===== src/rtl/freq_reg_pkg.sv =====
// Shared types and constants for the frequency regulator.
package freq_reg_pkg;

  typedef enum logic {IDLE, MEASURE} meter_state_t;

  localparam logic MODE_HIGH   = 1'b0;
  localparam logic MODE_PERIOD = 1'b1;

endpackage


===== src/rtl/freq_regulator_pulse_meter.sv =====
// Measures the high time or rise-to-rise period of psi in clk cycles,
// with a saturating counter and sticky overflow.
module pulse_meter
  import freq_reg_pkg::*;
#(
  parameter int CNT_W = 9
) (
  input  logic             clk,
  input  logic             rst,
  input  logic             en,
  input  logic             psi,
  input  logic             mode,
  output logic [CNT_W-1:0] meas,
  output logic             done,
  output logic             ovf,
  output logic             abort
);

  localparam logic [CNT_W-1:0] CNT_MAX = '1;

  meter_state_t     state, state_next;
  logic [CNT_W-1:0] count, count_next;
  logic             ovf_q, ovf_next;
  logic             meas_mode, meas_mode_next;
  logic             prev_psi;
  logic             rise, fall, end_edge;

  assign rise     = psi & ~prev_psi;
  assign fall     = ~psi & prev_psi;
  assign end_edge = (mode == MODE_PERIOD) ? rise : fall;

  // A mode change mid-measurement would mix two kinds of result, so it aborts.
  assign abort = (state == MEASURE) && (!en || (mode != meas_mode));
  assign done  = (state == MEASURE) && !abort && end_edge;
  assign meas  = count;
  assign ovf   = ovf_q;

  always_comb begin
    state_next     = state;
    count_next     = count;
    ovf_next       = ovf_q;
    meas_mode_next = meas_mode;
    case (state)
      IDLE: begin
        if (rise && en) begin
          state_next     = MEASURE;
          count_next     = {{(CNT_W-1){1'b0}}, 1'b1};
          ovf_next       = 1'b0;
          meas_mode_next = mode;
        end
      end
      MEASURE: begin
        if (abort) begin
          state_next = IDLE;
          count_next = '0;
          ovf_next   = 1'b0;
        end else if (end_edge) begin
          ovf_next = 1'b0;
          if (mode == MODE_PERIOD) begin
            count_next = {{(CNT_W-1){1'b0}}, 1'b1};
          end else begin
            state_next = IDLE;
            count_next = '0;
          end
        end else if (count == CNT_MAX) begin
          ovf_next = 1'b1;
        end else begin
          count_next = count + 1'b1;
        end
      end
    endcase
  end

  always_ff @(posedge clk) begin
    if (rst) begin
      state     <= IDLE;
      count     <= '0;
      ovf_q     <= 1'b0;
      meas_mode <= MODE_HIGH;
      prev_psi  <= 1'b0;
    end else begin
      state     <= state_next;
      count     <= count_next;
      ovf_q     <= ovf_next;
      meas_mode <= meas_mode_next;
      prev_psi  <= psi;
    end
  end

endmodule


===== src/rtl/freq_regulator_param.sv =====
// Frequency regulator: compares each psi measurement against a target with
// deadband, steps the divider word with saturation and tracks lock.
module freq_regulator_param
  import freq_reg_pkg::*;
#(
  parameter int DIV_W    = 8,
  parameter int CNT_W    = 9,
  parameter int STEP_W   = 4,
  parameter int DIV_INIT = 2**(DIV_W-1)-1,
  parameter int DIV_MIN  = 1,
  parameter int LOCK_N   = 4
) (
  input  logic              clk,
  input  logic              rst,
  input  logic              en,
  input  logic              psi,
  input  logic              mode,
  input  logic [CNT_W-1:0]  set_period,
  input  logic [CNT_W-1:0]  deadband,
  input  logic [STEP_W-1:0] step,
  output logic [DIV_W-1:0]  adjusted_div,
  output logic [CNT_W-1:0]  duration,
  output logic              meas_valid,
  output logic              inc,
  output logic              dec,
  output logic              overflow,
  output logic              locked
);

  localparam int LOCK_W = $clog2(LOCK_N + 1);
  localparam logic [DIV_W:0]    DIV_MAX_W = {1'b0, {DIV_W{1'b1}}};
  localparam logic [DIV_W:0]    DIV_MIN_W = (DIV_W+1)'(DIV_MIN);
  localparam logic [LOCK_W-1:0] LOCK_FULL = LOCK_W'(LOCK_N);

  logic [CNT_W-1:0]  meas;
  logic              done, ovf, abort;
  logic [CNT_W:0]    meas_w, hi_bound, lo_sum;
  logic              too_long, too_short;
  logic [DIV_W:0]    div_w, step_w, up_sum, dn_diff, floor_sum;
  logic [DIV_W-1:0]  div_up, div_dn;
  logic [LOCK_W-1:0] lock_cnt;

  pulse_meter #(.CNT_W(CNT_W)) u_meter (
    .clk   (clk),
    .rst   (rst),
    .en    (en),
    .psi   (psi),
    .mode  (mode),
    .meas  (meas),
    .done  (done),
    .ovf   (ovf),
    .abort (abort)
  );

  // One extra bit on every sum so the bounds never wrap.
  always_comb begin
    meas_w    = {1'b0, meas};
    hi_bound  = {1'b0, set_period} + {1'b0, deadband};
    lo_sum    = meas_w + {1'b0, deadband};
    too_long  = ovf | (meas_w > hi_bound);
    too_short = ~ovf & (lo_sum < {1'b0, set_period});
  end

  always_comb begin
    div_w     = {1'b0, adjusted_div};
    step_w    = (DIV_W+1)'(step);
    up_sum    = div_w + step_w;
    dn_diff   = div_w - step_w;
    floor_sum = step_w + DIV_MIN_W;
    div_up    = (up_sum > DIV_MAX_W) ? DIV_MAX_W[DIV_W-1:0] : up_sum[DIV_W-1:0];
    div_dn    = (div_w < floor_sum) ? DIV_MIN_W[DIV_W-1:0] : dn_diff[DIV_W-1:0];
  end

  assign locked = (lock_cnt == LOCK_FULL);

  always_ff @(posedge clk) begin
    if (rst) begin
      adjusted_div <= DIV_W'(DIV_INIT);
      duration     <= '0;
      meas_valid   <= 1'b0;
      inc          <= 1'b0;
      dec          <= 1'b0;
      overflow     <= 1'b0;
      lock_cnt     <= '0;
    end else begin
      meas_valid <= done;
      inc        <= done & too_long;
      dec        <= done & too_short;
      overflow   <= done & ovf;
      if (done) begin
        duration <= meas;
        if (too_long) begin
          adjusted_div <= div_up;
        end else if (too_short) begin
          adjusted_div <= div_dn;
        end
      end
      if (abort || !en) begin
        lock_cnt <= '0;
      end else if (done) begin
        if (too_long || too_short) begin
          lock_cnt <= '0;
        end else if (lock_cnt != LOCK_FULL) begin
          lock_cnt <= lock_cnt + 1'b1;
        end
      end
    end
  end

endmodule


===== config.mk =====
export PLATFORM = sky130hd
export DESIGN_NAME = freq_regulator_param
export DESIGN_NICKNAME = d
export VERILOG_FILES = /design/src/rtl/freq_reg_pkg.sv /design/src/rtl/freq_regulator_pulse_meter.sv /design/src/rtl/freq_regulator_param.sv
export SDC_FILE = /design/constraint.sdc
export NUM_CORES = 1
export LEC_CHECK = 0
export CAP_MARGIN = 20
export CORE_MARGIN = 4
export CORE_UTILIZATION = 50
export DETAILED_ROUTE_END_ITERATION = 16
export PLACE_DENSITY = 0.77
export SETUP_SLACK_MARGIN = 0.15
export SYNTH_ARGS = -nofsm -noshare
export SYNTH_HDL_FRONTEND = slang
export SYNTH_SLANG_ARGS = --single-unit

===== constraint.sdc =====
create_clock -name clk -period 3.6 [get_ports clk]
set_clock_uncertainty 0.1 [all_clocks]
set_input_delay 0.36 -clock clk [delete_from_list [all_inputs] [get_ports clk]]
set_output_delay 0.36 -clock clk [all_outputs]
set_load 0.02 [all_outputs]

==> impl_metrics.py <==
metrics = {
    "status": {
        "run_status": "finished with violations",
        "violations": "setup timing",
    },
    "global_routing": {
        "grt_pass1_wl_mm": 14.1,
        "grt-ovfl-total": 0,
        "grt_max_degree": 26,
        "grt_pass1_vias": 3209,
        "grt_use_total_pct": 21.8,
        "grt_antenna_before_repair": 0,
    },
    "sta": {
        "fin_crit_sh_pct": 102,
        "hold_viol": 0,
        "max_freq_ghz": 0.273,
        "timing.final.crit_period_ps": 3670,
        "setup-violations-final": 5,
        "grt_setup_unrepaired": "true",
        "slew_viol_final": 0,
        "whs_ps": 360,
        "worstMarginPinSlew_ps": 577,
        "fin_ws_ps": -68.8,
        "maxSlewHeadroom_pct": 61.4,
    },
    "routing": {
        "first_iter_violations": 145,
        "wl_mm": 8.57,
        "via_per_inst": 5.69,
        "post-route-drc-count": 0,
        "wl_per_cell_um": 14.6,
        "ant_nets": 0,
        "vias": 3326,
        "drtPass1Iterations": 4,
    },
    "clock_network": {
        "cts_buffers": 5,
        "clock-root-buffer": "clkbuf_8",
        "cts_tree": "done",
        "clkTransAtPathRegs_ps": 70,
        "cts_buffer_depth": 2,
        "cts_htree_levels": 2,
        "clock_sinks": 37,
        "holdBufCountCts": 0,
        "clkLatencyLatePin_ps": 280,
    },
    "setup_path": {
        "critPathSlowestCell": "o41a_1",
        "start_kind": "input pin",
        "arrival_ps": 3740,
        "endpoint_kind": "flop",
        "critPathKind": "in -> reg",
        "worstPathMaxFanout": 6,
        "path_cells": "buf_8, ha_4, inv_2, fa_2, nor2b_1, o21ai_1, nand2b_1, a21o_1, a21o_1, buf_4, buf_4, xnor2_1, ha_1, o21ai_2, a211oi_1, o21ai_1, a2111oi_4, a21oi_2, buf_12, buf_8, o211ai_2, o211ai_1, o41a_1",
        "critPathRequiredTime_ps": 3670,
        "cpPeakStageDelay_ps": 400,
    },
    "cells_and_area": {
        "fillCellCount": 512,
        "layout.nets": 592,
        "diodes": 0,
        "finalInstanceArea_mm2": 0.00449,
        "seq_area_um2": 741,
        "areaGrowthSynthToFinish_pct": 35.0,
        "multi_input_area_mm2": 0.00257,
        "final_layout_size_suffix_gt1_share_pct": 19.9,
        "final_util_pct": 69.9,
    },
    "synthesis": {
        "syn_nets": 501,
        "syn_inst": 417,
        "syn-cell-area_mm2": 0.00333,
        "ys_seq_area_share_pct": 22.3,
        "synth_edf_count": 0,
        "synth_flop_cell": "dfxtp_1",
        "async_flop_share_pct": 0,
        "ys_types": 52,
        "avgSynthCellArea_um2": 7.98,
        "synth_seq_cells": 37,
        "ys_warn_count": 0,
    },
    "die": {
        "fp-row-count": 29,
        "die_area_mm2": 0.00802,
        "core_mm2": 0.00642,
        "start_util_pct": 51.8,
        "die_h_um": 89.6,
        "ios": 49,
        "die_x_um": 89.6,
    },
    "power": {
        "peakVddDrop_uv": 232,
        "power.internal_uw": 713,
        "p_sw_share_pct": 29.7,
        "pwr-share-comb_pct": 30.0,
        "power_density_mw_per_mm2": 226,
        "p_leak_nw": 1.97,
        "power.switching_uw": 301,
        "power_frac_seq_pct": 41.0,
        "clkPwrFrac_pct": 29.0,
    },
    "placement": {
        "io_buffer_count": 48,
        "dp_hpwl_mm": 6.58,
        "post_dp_cell_area_mm2": 0.00417,
        "place.gp.congestion": 0.832,
    },
    "run": {
        "cap_violations": 0,
    },
    "min_path": {
        "hp-class": "reg -> reg",
    },
}
-- cell families after synthesis --
kind of cell | after synthesis | synth area share [%]
multiplexers | 5 | 1.54
buffers and inverters | 44 | 5.49
AO/OA/AOI/OAI | 109 | 22.2
adder cells (fa/ha/maj) | 57 | 22.3
XOR/XNOR | 24 | 6.32
AND/OR/NAND/NOR | 141 | 19.9
flip-flops | 37 | 22.3
-- state kept, by name, indices dropped and copies added (netlist names) --
| register | cells |
|---|---|
| adjusted_div | 8 |
| dec | 1 |
| duration | 9 |
| inc | 1 |
| lock_cnt | 3 |
| meas_valid | 1 |
| overflow | 1 |
| u_meter.meas | 9 |
| u_meter.meas_mode | 1 |
| u_meter.ovf | 1 |
| u_meter.prev_psi | 1 |
| u_meter.state | 1 |
-- through the flow --
| stage | setup TNS, ps | instances | power, mW | worst slack, ps |
|---|---|---|---|---|
| final | -188 | 585 | 1.01 | -68.8 |
| after global routing | -1430 | 585 | 1.07 | -220 |
| after CTS | -861 | 580 | 1.01 | -146 |
| after detailed placement | -7980 | 566 | 0.710 | -800 |
| after global placement | -6630 | 566 | 0.700 | -673 |
| after floorplan | 0 | 417 | 0.599 | 24.5 |
-- layout by cell type, fill, tap and decap left out, types with 3 or more instances in the layout --
cell type / synthesis / layout
inv_2: 0 / 3
nand3_1: 11 / 11
o21ai_0: 9 / 6
buf_6: 2 / 7
a221o_1: 3 / 3
nand2_1: 47 / 46
buf_4: 0 / 42
dfxtp_1: 37 / 37
inv_1: 30 / 27
a21oi_2: 3 / 5
nand2b_1: 7 / 7
nor2b_1: 10 / 10
ha_1: 53 / 48
ha_4: 0 / 4
clkbuf_8: 0 / 6
dlygate4sd2_1: 0 / 4
a21o_1: 13 / 13
xnor2_1: 12 / 12
a21oi_1: 36 / 33
nand4_1: 8 / 8
o21bai_1: 4 / 4
nor3_1: 10 / 8
xor2_1: 12 / 12
o21ai_2: 1 / 3
clkdlybuf4s50_1: 0 / 38
nor2_1: 33 / 32
and3_1: 5 / 5
mux2i_1: 4 / 4
or3_1: 3 / 3
o21ai_1: 10 / 11
o211ai_1: 3 / 3
buf_2: 2 / 3
-- worst max-delay path, delay by kind of cell --
kind                     cells  cell delay (ps)
buffers and inverters        6              670
adder cells (fa/ha/maj)      3              630
AO/OA/AOI/OAI               11             1810
AND/OR/NAND/NOR              2              130
XOR/XNOR                     1              120
-- final cells by class --
class	instances	area share [%]
Clock buffer	6	1.84
Clock inverter	1	0.167
Inverter	30	2.51
Multi-Input combinational cell	336	57.3
Sequential cell	37	16.5
Tap cell	77	2.14
Timing Repair Buffer	98	19.6
-- routing by layer --
layer	wire length [um]	track usage, %	vias up	share of wire [%]
met3	402	3.65	22	4.7
met5	0	0	-	0
met2	4320	39.8	88	50
li1	-	-	1663	-
met1	3680	25.9	1553	43
met4	164	6.50	0	1.9
-- worst paths after layout --
check	start	end	slack, ps	cells after the start
max	deadband[0]	adjusted_div[2]$_SDFFE_PP1P_	-70	23
max reg2reg	u_meter.meas[0]$_SDFFE_PP0P_	adjusted_div[6]$_SDFFE_PP1P_	20	16
min reg2reg	duration[1]$_SDFFE_PP0P_	duration[1]$_SDFFE_PP0P_	360	2
min	duration[1]$_SDFFE_PP0P_	duration[1]$_SDFFE_PP0P_	360	2
-- power by group through the flow --
stage | clock network, mW | registers, mW | logic, mW
after floorplan | 0 | 0.424 | 0.175
after detailed placement | 0 | 0.425 | 0.285
final | 0.294 | 0.415 | 0.304
after CTS | 0.300 | 0.415 | 0.295
after global placement | 0 | 0.425 | 0.276
after global routing | 0.314 | 0.416 | 0.336
-- synthesized netlist by cell type (all sizes together), types with 2 or more instances --
cell type  instances  area (um2)
a21oi             39         206
buf                4        32.5
a221o              3        30.0
dfxtp             37         741
a21boi             2        15.0
clkbuf            10        37.5
nand2             47         176
a221oi             2        17.5
mux2i              4        40.0
a211oi             3        27.5
nor2              33         124
a311oi             3        26.3
nand3             11        55.1
nand2b             7        43.8
nor3              10        50.1
xor2              12         105
nor2b             10        62.6
fa                 4        80.1
or3                3        18.8
a21o              13        97.6
o211ai             4        35.0
o21ai             20         104
and3               5        31.3
or2                2        12.5
ha                53         663
inv               30         113
xnor2             12         105
a32oi              2        17.5
o22ai              2        12.5
a31oi              4        25.0
o21bai             4        30.0
nand4              8        50.1
-- timing repair --
item	CTS	global route
resized for setup	54	15
pin swaps	20	11
setup buffers	7	5
setup endpoints to repair	13	12
gates cloned	0	0
Power figures use the tool's default switching activity.
